==> src/rtl/ibex_pkg.sv <==
// Shared types for the register-file write-port controller.
package ibex_pkg;

  localparam int unsigned RfAddrW = 5;

  typedef enum logic {
    RF_WIPE = 1'b0,
    RF_RUN  = 1'b1
  } rf_wport_state_e;

endpackage

==> src/rtl/ibex_rf_wport_ctrl.sv <==
// Arbitrates the register-file W1 port between writeback and a secondary requester,
// and zeroes the register file (except x0) after reset or on request.
//
// state   | meaning
// RF_WIPE | walking addresses 1..NUM_WORDS-1 writing WordZeroVal; primary writes dropped
// RF_RUN  | normal operation; primary wins, secondary takes idle cycles
module ibex_rf_wport_ctrl
  import ibex_pkg::*;
#(
  parameter bit                   RV32E       = 1'b0,
  parameter int unsigned          DataWidth   = 32,
  parameter logic [DataWidth-1:0] WordZeroVal = '0,
  parameter int unsigned          StallLimit  = 4
) (
  input  logic                 clk_i,
  input  logic                 rst_ni,
  input  logic                 wipe_req_i,
  output logic                 wipe_busy_o,
  input  logic                 prim_we_i,
  input  logic [RfAddrW-1:0]   prim_waddr_i,
  input  logic [DataWidth-1:0] prim_wdata_i,
  input  logic                 sec_valid_i,
  input  logic [RfAddrW-1:0]   sec_waddr_i,
  input  logic [DataWidth-1:0] sec_wdata_i,
  output logic                 sec_ready_o,
  output logic                 prim_stall_o,
  output logic                 rf_we_o,
  output logic [RfAddrW-1:0]   rf_waddr_o,
  output logic [DataWidth-1:0] rf_wdata_o,
  output logic                 err_o
);

  localparam int unsigned NumWords = 2 ** (RV32E ? 4 : 5);
  localparam logic [RfAddrW-1:0] WipeLast = RfAddrW'(NumWords - 1);
  localparam logic [3:0] StallMax = 4'(StallLimit);

  rf_wport_state_e    state_q, state_d;
  logic [RfAddrW-1:0] wipe_cnt_q, wipe_cnt_d;
  logic [3:0]         stall_cnt_q, stall_cnt_d;
  logic               err_q, err_d;
  logic               sec_xfer;

  assign sec_xfer = sec_valid_i & sec_ready_o;

  always_ff @(posedge clk_i or negedge rst_ni) begin
    if (!rst_ni) begin
      state_q     <= RF_WIPE;
      wipe_cnt_q  <= RfAddrW'(1);
      stall_cnt_q <= '0;
      err_q       <= 1'b0;
    end else begin
      state_q     <= state_d;
      wipe_cnt_q  <= wipe_cnt_d;
      stall_cnt_q <= stall_cnt_d;
      err_q       <= err_d;
    end
  end

  // Wipe requests during a wipe are ignored; the counter is re-armed to 1 outside WIPE.
  always_comb begin
    state_d     = state_q;
    wipe_cnt_d  = RfAddrW'(1);
    stall_cnt_d = '0;
    err_d       = err_q;
    unique case (state_q)
      RF_WIPE: begin
        err_d = err_q | prim_we_i;
        if (wipe_cnt_q == WipeLast) begin
          state_d = RF_RUN;
        end else begin
          wipe_cnt_d = wipe_cnt_q + RfAddrW'(1);
        end
      end
      RF_RUN: begin
        if (wipe_req_i) begin
          state_d = RF_WIPE;
        end
        if (sec_valid_i && !sec_ready_o) begin
          stall_cnt_d = (stall_cnt_q == StallMax) ? stall_cnt_q : stall_cnt_q + 4'd1;
        end
      end
      default: state_d = RF_WIPE;
    endcase
  end

  always_comb begin
    wipe_busy_o  = 1'b0;
    sec_ready_o  = 1'b0;
    prim_stall_o = 1'b0;
    rf_we_o      = 1'b0;
    rf_waddr_o   = '0;
    rf_wdata_o   = '0;
    unique case (state_q)
      RF_WIPE: begin
        wipe_busy_o = 1'b1;
        rf_we_o     = 1'b1;
        rf_waddr_o  = wipe_cnt_q;
        rf_wdata_o  = WordZeroVal;
      end
      RF_RUN: begin
        sec_ready_o  = !prim_we_i;
        prim_stall_o = (stall_cnt_q == StallMax);
        if (prim_we_i) begin
          rf_we_o    = 1'b1;
          rf_waddr_o = prim_waddr_i;
          rf_wdata_o = prim_wdata_i;
        end else if (sec_xfer) begin
          rf_we_o    = 1'b1;
          rf_waddr_o = sec_waddr_i;
          rf_wdata_o = sec_wdata_i;
        end
      end
      default: ;
    endcase
  end

  assign err_o = err_q;

endmodule

==> config.mk <==
export PLATFORM = sky130hd
export DESIGN_NAME = ibex_rf_wport_ctrl
export DESIGN_NICKNAME = d
export VERILOG_FILES = /design/src/rtl/ibex_pkg.sv /design/src/rtl/ibex_rf_wport_ctrl.sv
export SDC_FILE = /design/constraint.sdc
export NUM_CORES = 1
export LEC_CHECK = 0
export CORE_UTILIZATION = 32
export CTS_BUF_LIST = sky130_fd_sc_hd__clkbuf_4
export DETAILED_ROUTE_END_ITERATION = 6
export HOLD_SLACK_MARGIN = 0.08
export PLACE_DENSITY = 0.81
export SLEW_MARGIN = 20
export SYNTH_ARGS = -nofsm -noshare
export SYNTH_HDL_FRONTEND = slang
export SYNTH_SLANG_ARGS = --single-unit
==> constraint.sdc <==
create_clock -name clk_i -period 1.6 [get_ports clk_i]
set_input_delay 0.24 -clock clk_i [delete_from_list [all_inputs] [get_ports clk_i]]
set_output_delay 0.24 -clock clk_i [all_outputs]
set_load 0.03 [all_outputs]
==> Flow_metrics.wiki <==
{| class="wikitable"
! Metric !! Value
|-
| Result of the run || completed
|-
| Slowest-stage cell, CP || sky130_fd_sc_hd__dfrtp_1
|-
| Post-route ant nets || 0
|-
| Post-Synthesis Mean Instance Area || 9.548 um^2
|-
| Worst VDD drop || 0.8517 mV
|-
| RSZ-0062 raised after global routing || yes
|-
| FF+latch count, synth || 11
|-
| Number of failing hold endpoints at the final stage || 0
|-
| Final worst path period need || 1.563 ns
|-
| Number of buffers added to fix hold violations after cts || 0
|-
| Full die area || 4470 um^2
|-
| Ranking of synthesized cells by area || sky130_fd_sc_hd__a22oi_2, sky130_fd_sc_hd__dfrtp_1, sky130_fd_sc_hd__nor2_2
|-
| Number of core rows || 23
|-
| Crit path to || rf_waddr_o[2]
|-
| Crit path kind || reg2out
|-
| IO buf count || 120
|-
| Worst setup slack before clock tree synthesis || -0.1973 ns
|-
| Via count || 1527
|-
| Power density relative to cell area || 887.4 nW/um^2
|-
| Number of placed I/O pins || 121
|-
| Setup slack on the worst flop-to-flop path || 0.24 ns
|-
| Global-route wire length before repair || 6444 um
|-
| Area fraction of the dominant cell type after synthesis || 27.88%
|-
| Uppermost layer routed || met4
|-
| H-Tree Depth || 1
|-
| Top_reg_cell synth || sky130_fd_sc_hd__dfrtp_1
|-
| Gr usage total || 18.70%
|-
| # diodes || 0
|-
| Post-synthesis net count || 224
|-
| CP Capture Type || primary output
|-
| Antenna violations before repair || 0
|-
| CP Buf/Inv Count || 3
|-
| WP data arrival || 1.32 ns
|-
| Most common library cells after synthesis || sky130_fd_sc_hd__a22oi_2, sky130_fd_sc_hd__nor2_2, sky130_fd_sc_hd__nor2_1, sky130_fd_sc_hd__dfrtp_1, sky130_fd_sc_hd__buf_2
|-
| Cell type contributing the most total cell area after synthesis || sky130_fd_sc_hd__a22oi_2
|-
| Detailed-routed wire length on met3 || 403 um
|-
| Critical Path Start Type || flop
|-
| Met2 wire length || 2162 um
|-
| Total grt overflow || 0
|-
| Total clock buffers created by CTS || 3
|-
| Skew final || 0.002783 ns
|-
| Setup violators final || 0
|-
| Starting density of the core || 33.42%
|-
| Via count of the first global-routing pass || 1332
|-
| Sum of net half-perimeters after detailed placement || 3323 um
|-
| Class of the worst hold path || in2async
|-
| Die width || 66.86 um
|-
| Highest fanout seen on the critical path || 6
|-
| Register-to-Register Path Depth || 4
|-
| Largest net degree at the start of global routing || 24
|-
| Wire length per cell || 13.71 um
|-
| Deepest clock path buffer count || 2
|-
| Synth unique cells || 31
|-
| Final cycle utilization of the critical path || 97.68%
|-
| CTS sink count || 11
|-
| Static leakage || 1.081 nW
|-
| Count of yosys warnings during synthesis || 0
|-
| CP Depth || 5
|-
| Clk pin slew, worst setup/hold paths || 0.07 ns
|-
| Relative slew slack || 67.35%
|-
| Required time of the critical path || 1.36 ns
|-
| Number of nets in the layout || 352
|-
| Number of design rule violations left after detail routing || 0
|-
| Met1 wire length || 1748 um
|-
| Placeable core region || 4029 um^2
|-
| Sequential area share after synthesis || 20.54%
|-
| R2R Path End || wipe_cnt_q[4]
|-
| Share of flip-flops with an asynchronous set or reset after synthesis || 100.0%
|-
| Clock root buffer master || sky130_fd_sc_hd__clkbuf_4
|-
| CTS tree || done
|-
| Signed area change from the synthesized netlist to the final layout || 96.19%
|-
| Number of enable-type register cells in the synthesized netlist || 0
|-
| Count of max-cap constraint violations || 0
|-
| Post-synthesis instance total || 141
|-
| Share of post-route cells with drive strength above 1 || 50.37%
|-
| Height of the chip || 66.86 um
|-
| Count of pins over their slew limit || 0
|-
| Design Power || 2.344 mW
|-
| Vias per std cell || 4.802
|-
| Setup ws final || 0.03719 ns
|-
| Pin slew with the least headroom to its limit || 0.4883 ns
|-
| Count of routing violations after the opening detailed-route iteration || 70
|-
| Post-detailed-routing wire length || 4359 um
|-
| F_max || 0.6399 GHz
|-
| Final RePlAce weighted congestion || 0.7763
|-
| Startpoint of the lowest-slack register-to-register path || wipe_cnt_q[0]
|-
| Length of the first detailed-routing pass in iterations || 4
|-
| Post-synthesis cell area || 1346 um^2
|-
| Category of cells accounting for the largest share of critical-path delay || buffers and inverters
|-
| Delay contributed by the slowest stage of the critical path || 0.41 ns
|-
| Launching instance or port of the critical path || state_q
|-
| Insertion delay to the later sink of the worst-skew pair || 0.26 ns
|-
| Cell-by-cell listing of the critical path || clkinv_4, buf_12, a221oi_2, nor2_1, buf_4
|}
worst reg2reg max path, cell delays in order (launching register included):
cell,delay [ns]
sky130_fd_sc_hd__dfstp_2,0.56
sky130_fd_sc_hd__ha_1,0.18
sky130_fd_sc_hd__and3_1,0.17
sky130_fd_sc_hd__ha_1,0.22
sky130_fd_sc_hd__nor2b_1,0.12
metal layers:
layer | vias up | global-route usage [%]
met5 | - | 0
met4 | 0 | 6.117
met3 | 6 | 3.425
met2 | 68 | 32.20
met1 | 694 | 23.14
li1 | 759 | -
timing repair:
item / CTS / global route
gates cloned: 1 / 0
pin swaps: 0 / 3
setup buffers: 4 / 4
gates resized for setup: 4 / 9
endpoints found under the setup margin: 37 / 26
per-stage QoR:
step / area [um^2] / hold slack, ns / util (%) / instances / setup TNS, ns
floorplan: 1346 / -0.05559 / - / 141 / 0
global placement: 2462 / 0.4480 / 61.12 / 305 / -5.146
detailed placement: 2462 / 0.4519 / 61.12 / 305 / -6.018
CTS: 2577 / 0.3267 / 63.98 / 314 / 0
global route: 2641 / 0.3392 / 65.56 / 318 / -0.05767
finish: 2641 / 0.3076 / 65.56 / 318 / 0
registers in the layout (all words and copies together), names as in the netlist:
name / count
err_o: 1
stall_cnt_q: 4
state_q: 1
wipe_cnt_q: 5
layout make-up:
cell class | count | area, um^2
Fill cell | 340 | 1388
Clock buffer | 4 | 30.03
Inverter | 3 | 16.27
Multi-Input combinational cell | 113 | 944.7
Sequential cell | 11 | 276.5
Timing Repair Buffer | 137 | 1311
Tap cell | 50 | 62.56
power by group:
group / switching (mW) / leakage, nW / internal, mW
clock: 0.0869 / 0.0184 / 0.113
combinational: 0.930 / 0.924 / 0.780
sequential: 0.0691 / 0.139 / 0.364
cells in the final DEF, fill, tap and decap left out, drive strengths merged:
cell           instances
ha                     4
dfrtp                 10
or3                    1
a31oi                  2
mux2i                  2
xor2                   1
a221oi                 4
nand2b                 1
o21a                   1
a21o                   1
dfstp                  1
clkinv                 1
nor2b                  3
buf                   58
inv                    2
a22oi                 32
bufbuf                 1
and3                   1
nand3b                 2
a21oi                  1
clkbuf                 5
xnor2                  2
nand2                  2
nor2                  48
clkdlybuf4s50         77
nand3                  3
nor3                   2
cells by family after synthesis:
logic type / after synthesis / share of synthesized area, %
adder cells (fa/ha/maj): 4 / 3.718
XOR/XNOR: 3 / 1.952
buffers and inverters: 17 / 11.06
multiplexers: 2 / 1.487
AND/OR/NAND/NOR: 63 / 25.84
flip-flops: 11 / 20.54
AO/OA/AOI/OAI: 41 / 35.41
worst min path at each step:
stage	start	end	slack, ns	depth (start not counted)
2_1_floorplan	rst_ni	err_o	-0.06	0
4_1_cts	rst_ni	state_q	0.33	1
5_1_grt	rst_ni	err_o	0.34	1
3_3_place_gp	err_o	err_o	0.45	1
6_report	rst_ni	wipe_cnt_q[3]	0.31	1
3_5_place_dp	err_o	err_o	0.45	1
Power figures use the tool's default switching activity.
